`config.mk`:
```
export PLATFORM = sky130hd
export DESIGN_NAME = seg7_scan_ctrl
export DESIGN_NICKNAME = d
export VERILOG_FILES = /design/src/rtl/seg7_scan_ctrl.sv
export SDC_FILE = /design/constraint.sdc
export NUM_CORES = 1
export LEC_CHECK = 0
export ABC_AREA = 1
export BUFFER_PORTS_ARGS = -buffer_cell sky130_fd_sc_hd__buf_4
export CORE_MARGIN = 8
export CORE_UTILIZATION = 65
export CTS_BUF_LIST = sky130_fd_sc_hd__clkbuf_2
export CTS_CLUSTER_DIAMETER = 100
export DETAILED_ROUTE_END_ITERATION = 12
export PLACE_DENSITY_LB_ADDON = 0.15
export SLEW_MARGIN = 10
export SYNTH_ARGS = -nofsm -noshare
export SYNTH_HDL_FRONTEND = slang
export SYNTH_SLANG_ARGS = --single-unit
```
`constraint.sdc`:
```
create_clock -name clk -period 6.1 [get_ports clk]
set_input_delay 0.305 -clock clk [delete_from_list [all_inputs] [get_ports clk]]
set_output_delay 0.305 -clock clk [all_outputs]
set_load 0.01 [all_outputs]
```
`src/rtl/seg7_scan_ctrl.sv`:
```
// Time-multiplexed scan controller for a shared N-digit 7-segment display.
// Each slot has a blanking interval, a PWM on-window, and frame-atomic shadow-to-active commits.
module seg7_scan_ctrl #(
  parameter int unsigned N_DIG       = 4,
  parameter int unsigned SCAN_DIV    = 27000,
  parameter int unsigned BLANK_CYC   = 270,
  parameter bit          SEG_ACT_LOW = 1'b1,
  parameter bit          DIG_ACT_LOW = 1'b1
) (
  input  logic                     clk,
  input  logic                     nrst,
  input  logic                     wr_en,
  input  logic [$clog2(N_DIG)-1:0] wr_addr,
  input  logic [7:0]               wr_data,
  input  logic                     commit,
  input  logic [3:0]               bright,
  output logic                     busy,
  output logic                     frame_tick,
  output logic [7:0]               seg,
  output logic [N_DIG-1:0]         dig
);

  localparam int unsigned TW   = $clog2(SCAN_DIV);
  localparam int unsigned IW   = $clog2(N_DIG);
  localparam int unsigned STEP = (SCAN_DIV - BLANK_CYC) / 15;

  localparam logic [7:0]       SEG_OFF = SEG_ACT_LOW ? 8'hFF : 8'h00;
  localparam logic [N_DIG-1:0] DIG_OFF = DIG_ACT_LOW ? {N_DIG{1'b1}} : {N_DIG{1'b0}};

  typedef enum logic [1:0] {
    PH_BLANK = 2'd0,
    PH_ON    = 2'd1,
    PH_OFF   = 2'd2
  } phase_t;

  logic [TW-1:0]    timer;
  logic [IW-1:0]    idx;
  logic [3:0]       bright_q;
  logic [7:0]       shadow [N_DIG];
  logic [7:0]       active [N_DIG];
  logic             pending;

  logic             slot_end;
  logic             last_dig;
  logic             wrap;
  logic             pending_nxt;
  logic             addr_ok;
  logic [31:0]      on_end;
  phase_t           phase;
  logic [7:0]       lit_seg;
  logic [N_DIG-1:0] lit_dig;
  logic [7:0]       seg_nxt;
  logic [N_DIG-1:0] dig_nxt;

  // Slot/frame boundary detection
  always_comb begin
    slot_end = (timer == TW'(SCAN_DIV - 1));
    last_dig = (idx == IW'(N_DIG - 1));
    wrap     = slot_end && last_dig;
    addr_ok  = (32'(wr_addr) < N_DIG);
    // A commit on the wrap cycle re-arms pending so it is applied at the following wrap
    pending_nxt = wrap ? commit : (pending || commit);
  end

  // Phase within the current slot, decoded from the slot timer
  always_comb begin
    on_end = BLANK_CYC + (32'(bright_q) * STEP);
    phase  = PH_OFF;
    if (32'(timer) < BLANK_CYC) begin
      phase = PH_BLANK;
    end else if (32'(timer) < on_end) begin
      phase = PH_ON;
    end
  end

  // Pin values for the current cycle, registered below
  always_comb begin
    lit_seg = 8'h00;
    lit_dig = '0;
    if (phase == PH_ON) begin
      lit_seg      = active[idx];
      lit_dig[idx] = 1'b1;
    end
    seg_nxt = SEG_ACT_LOW ? ~lit_seg : lit_seg;
    dig_nxt = DIG_ACT_LOW ? ~lit_dig : lit_dig;
  end

  // Slot timer, digit index and per-slot brightness latch
  always_ff @(posedge clk or negedge nrst) begin
    if (!nrst) begin
      timer    <= '0;
      idx      <= '0;
      bright_q <= 4'd0;
    end else begin
      if (slot_end) begin
        timer <= '0;
        idx   <= last_dig ? '0 : idx + IW'(1);
      end else begin
        timer <= timer + TW'(1);
      end
      if (timer == '0) begin
        bright_q <= bright;
      end
    end
  end

  // Shadow writes; the active copy only changes on a frame wrap with a commit pending
  always_ff @(posedge clk or negedge nrst) begin
    if (!nrst) begin
      for (int i = 0; i < int'(N_DIG); i++) begin
        shadow[i] <= 8'h00;
        active[i] <= 8'h00;
      end
      pending <= 1'b0;
    end else begin
      if (wrap && pending) begin
        for (int i = 0; i < int'(N_DIG); i++) begin
          active[i] <= shadow[i];
        end
      end
      if (wr_en && addr_ok) begin
        shadow[wr_addr] <= wr_data;
      end
      pending <= pending_nxt;
    end
  end

  // Registered pins and status
  always_ff @(posedge clk or negedge nrst) begin
    if (!nrst) begin
      seg        <= SEG_OFF;
      dig        <= DIG_OFF;
      busy       <= 1'b0;
      frame_tick <= 1'b0;
    end else begin
      seg        <= seg_nxt;
      dig        <= dig_nxt;
      busy       <= pending_nxt;
      frame_tick <= wrap;
    end
  end

endmodule

```
==> flow_summary_export.csv <==
group,metric,value,unit
outcome,status,"finished, final reports clean",
hold_path,hp-class,"in2async",
detailed_routing,wl_per_cell,14.1,um
clock_network,cts_sinks,99,
worst_setup_path,crit_type,"reg2reg",
worst_setup_path,startpoint_type,"flop",
clock_network,clk_path_buf_depth,2,
synth,synth.distinct_cells,40,
clock_network,root_buffer,"clkbuf_2",
global_route,met2_usage,37.1,%
floorplanning,num_rows,34,
global_route,grt-ovfl-total,0,
final_layout,diodes,0,
sta,fmax,239,MHz
floorplanning,ios,32,
detailed_routing,detail_route.wirelength,11700,um
clock_network,cts-htree-levels,3,
floorplanning,die_x,110,um
detailed_routing,num_vias,4475,
floorplanning,fp.dieH,110,um
detailed_routing,vias_per_cell,5.43,
final_layout,fin_util,72.5,%
sta,setup_violations,0,
final_layout,nNetsFinal,774,
final_layout,layout_common_cells,"nand2_1 (152), inv_1 (107), dfrtp_1 (87)",
detailed_routing,ant_nets,0,
power,vdd_drop_max,0.000183,V
worst_setup_path,cp_num_buf_inv,3,
worst_setup_path,worstPathArrival,4.70,ns
worst_setup_path,worst_path_largest_cell_delay,0.58,ns
global_route,grt_pass1_vias,4534,
final_layout,syn_to_final_growth,9.57,%
synth,synthArstFlopShare,100,%
power,leakagePower,3.14,nW
detailed_routing,dr.first_iter.drc_count,202,
worst_setup_path,cp_data_required_time,6.61,ns
global_route,antenna_found_initial,0,
detailed_routing,drc,0,
synth,synth.cell_area,5710,um2
final_layout,layout-drive-gt1-share,15.2,%
worst_setup_path,path_cells,"fa_1, inv_1, fa_1, inv_1, ha_1, nand2_1, nor2_1, nor2_1, nand2_1, nand2_1, nand2_2, nand2_2, nand3_2, xor2_1, ha_1, inv_1, nor3_1, a211oi_1, o21ai_0, nand2_1, nand2_1, nand3_2, nand3_1",
synth,ys_seq_area_share,43.6,%
clock_network,insertion_delay,0.58,ns
detailed_routing,dr.pass1.iters,4,
worst_setup_path,critPathSlowestCell,"fa_1",
worst_setup_path,end_kind,"flop",
sta,final-hold-violation-count,0,
clock_network,numCtsBuffers,9,
place,port_buffers,31,
sta,clock_skew,0.0609,ns
place,place_hpwl,8600,um
clock_network,cts_tree,"done",
floorplanning,start_util,66.1,%
synth,synth_edf_count,0,
final_layout,instances_no_fill,824,
synth,ys_warn_count,0,
sta,setup_tns,0,ns
sta,whs,0.0452,ns
clock_network,postCtsSetupBuffers,0,
synth,synth_cells,672,
sta,layout_min_cycle_time,4.19,ns
sta,relSlewSlack,46.9,%
sta,drv_slew,0,
global_route,top_usage_layer,"met2",
synth,synth_nets,735,
worst_setup_path,crit_family,"adder cells",
sta,tightestPinTransition,0.791,ns
final_layout,layout.cells.most_common,"nand2_1",
job,maxCapViolCount,0,
synth,synth.avg_cell_area,8.50,um2
place,place.gp.congestion,0.844,
sta,rsz0062_at_grt,"no",
global_route,grt_max_degree,91,
global_route,grt_pass1_wl,20200,um
place,placed_cells,796,
sta,finalCritPeriodShare,68.6,%
worst_setup_path,cp_common_cell,"nand2_1",
power,p_per_area,241,nW/um2
synth,synth_ff_type,"dfrtp_1",
synth,synth-seq-cells,99,
global_route,track_usage,21.0,%
global_route,grtUsageMet3,4.16,%
worst_setup_path,path_max_fanout,12,
clock_network,clk_pin_slew,0.29,ns
floorplanning,design.die.area,12000,um2
floorplanning,core_area,8640,um2
global_route,grt_util_met1,24.8,%
## kinds of logic after synthesis
family	share of synthesized area [%]
xor+xnor	2.15
fa+ha+maj	10.6
buf+inv	9.35
simple gates	19.7
compound gates	13.7
mux	0.789
flops	43.6
## metrics by stage
step	power, mW	cell area, um2	worst slack (ns)
global route	1.61	6260	1.53
global placement	1.11	5970	2.12
CTS	1.52	6240	1.90
floorplan	1.03	5710	2.34
detailed placement	1.13	5970	1.94
finish	1.51	6260	1.91
## sequential cells by signal, indices dropped and copies added, names as in the netlist
signal and cells:
frame_tick 1, idx 2, seg 8, timer 15
dig 4, shadow 32, busy 1, active 32
bright_q 4
## synthesized netlist by cell type, types with 2 or more instances
cell type | number | area [um2]
a211oi_1 | 2 | 15.0
a21oi_1 | 36 | 180
a31oi_1 | 3 | 18.8
buf_6 | 7 | 78.8
clkbuf_1 | 8 | 30.0
dfrtp_1 | 87 | 2180
dfstp_2 | 12 | 315
fa_1 | 6 | 120
ha_1 | 39 | 488
inv_1 | 107 | 402
inv_2 | 2 | 7.51
mux2_2 | 4 | 45.0
nand2_1 | 152 | 571
nand2_2 | 5 | 31.3
nand3_1 | 32 | 160
nand3_2 | 3 | 30.0
nand3b_1 | 6 | 45.0
nand4_1 | 7 | 43.8
nor2_1 | 30 | 113
nor3_1 | 10 | 50.1
nor4_1 | 2 | 12.5
o21a_1 | 3 | 22.5
o21ai_0 | 52 | 260
o21ai_1 | 2 | 10.0
o21ai_2 | 28 | 245
xnor2_1 | 5 | 43.8
xor2_1 | 9 | 78.8
## path summary, 6_finish.rpt
kind / from / slack, ns / cells after the start / end
worst max-delay path: bright_q[1]$_DFFE_PN0N_ / 1.91 / 23 / seg[1]$_DFF_PN1_
worst min-delay path: nrst / 0.05 / 2 / timer[11]$_DFF_PN0_
worst max register to register: bright_q[1]$_DFFE_PN0N_ / 1.91 / 23 / seg[1]$_DFF_PN1_
worst min register to register: shadow[21]$_DFFE_PN0P_ / 0.51 / 2 / active[21]$_DFFE_PN0P_
max in group asynchronous: nrst / 5.02 / 3 / timer[1]$_DFF_PN0_
min in group clk: wr_data[1] / 0.05 / 3 / shadow[17]$_DFFE_PN0P_
## area by class of cell
class                   count  area [um2]
clock inverters             7         116
well taps                 108         135
repair buffers             45         372
fillers                   675        2380
clock buffers               9        45.0
inverters                 110         413
flip-flops and latches     99        2490
multi-input cells         446        2690
## where the power goes
part           internal (mW)  switching (mW)
sequential             0.693          0.0210
combinational          0.160           0.249
clock                  0.148           0.237
total                   1.00           0.507
## what timing repair did
item / 4_1_cts / 5_1_grt
endpoints found under the hold margin: 31 / 1
hold buffers: 11 / 1
gates resized for setup: 0 / 0
## layer usage
layer,part of all wire (%),vias up
met4,2.4,0
met5,0,-
met2,52,68
li1,-,2241
met1,43,2147
met3,2.8,19
Power figures use the tool's default switching activity.
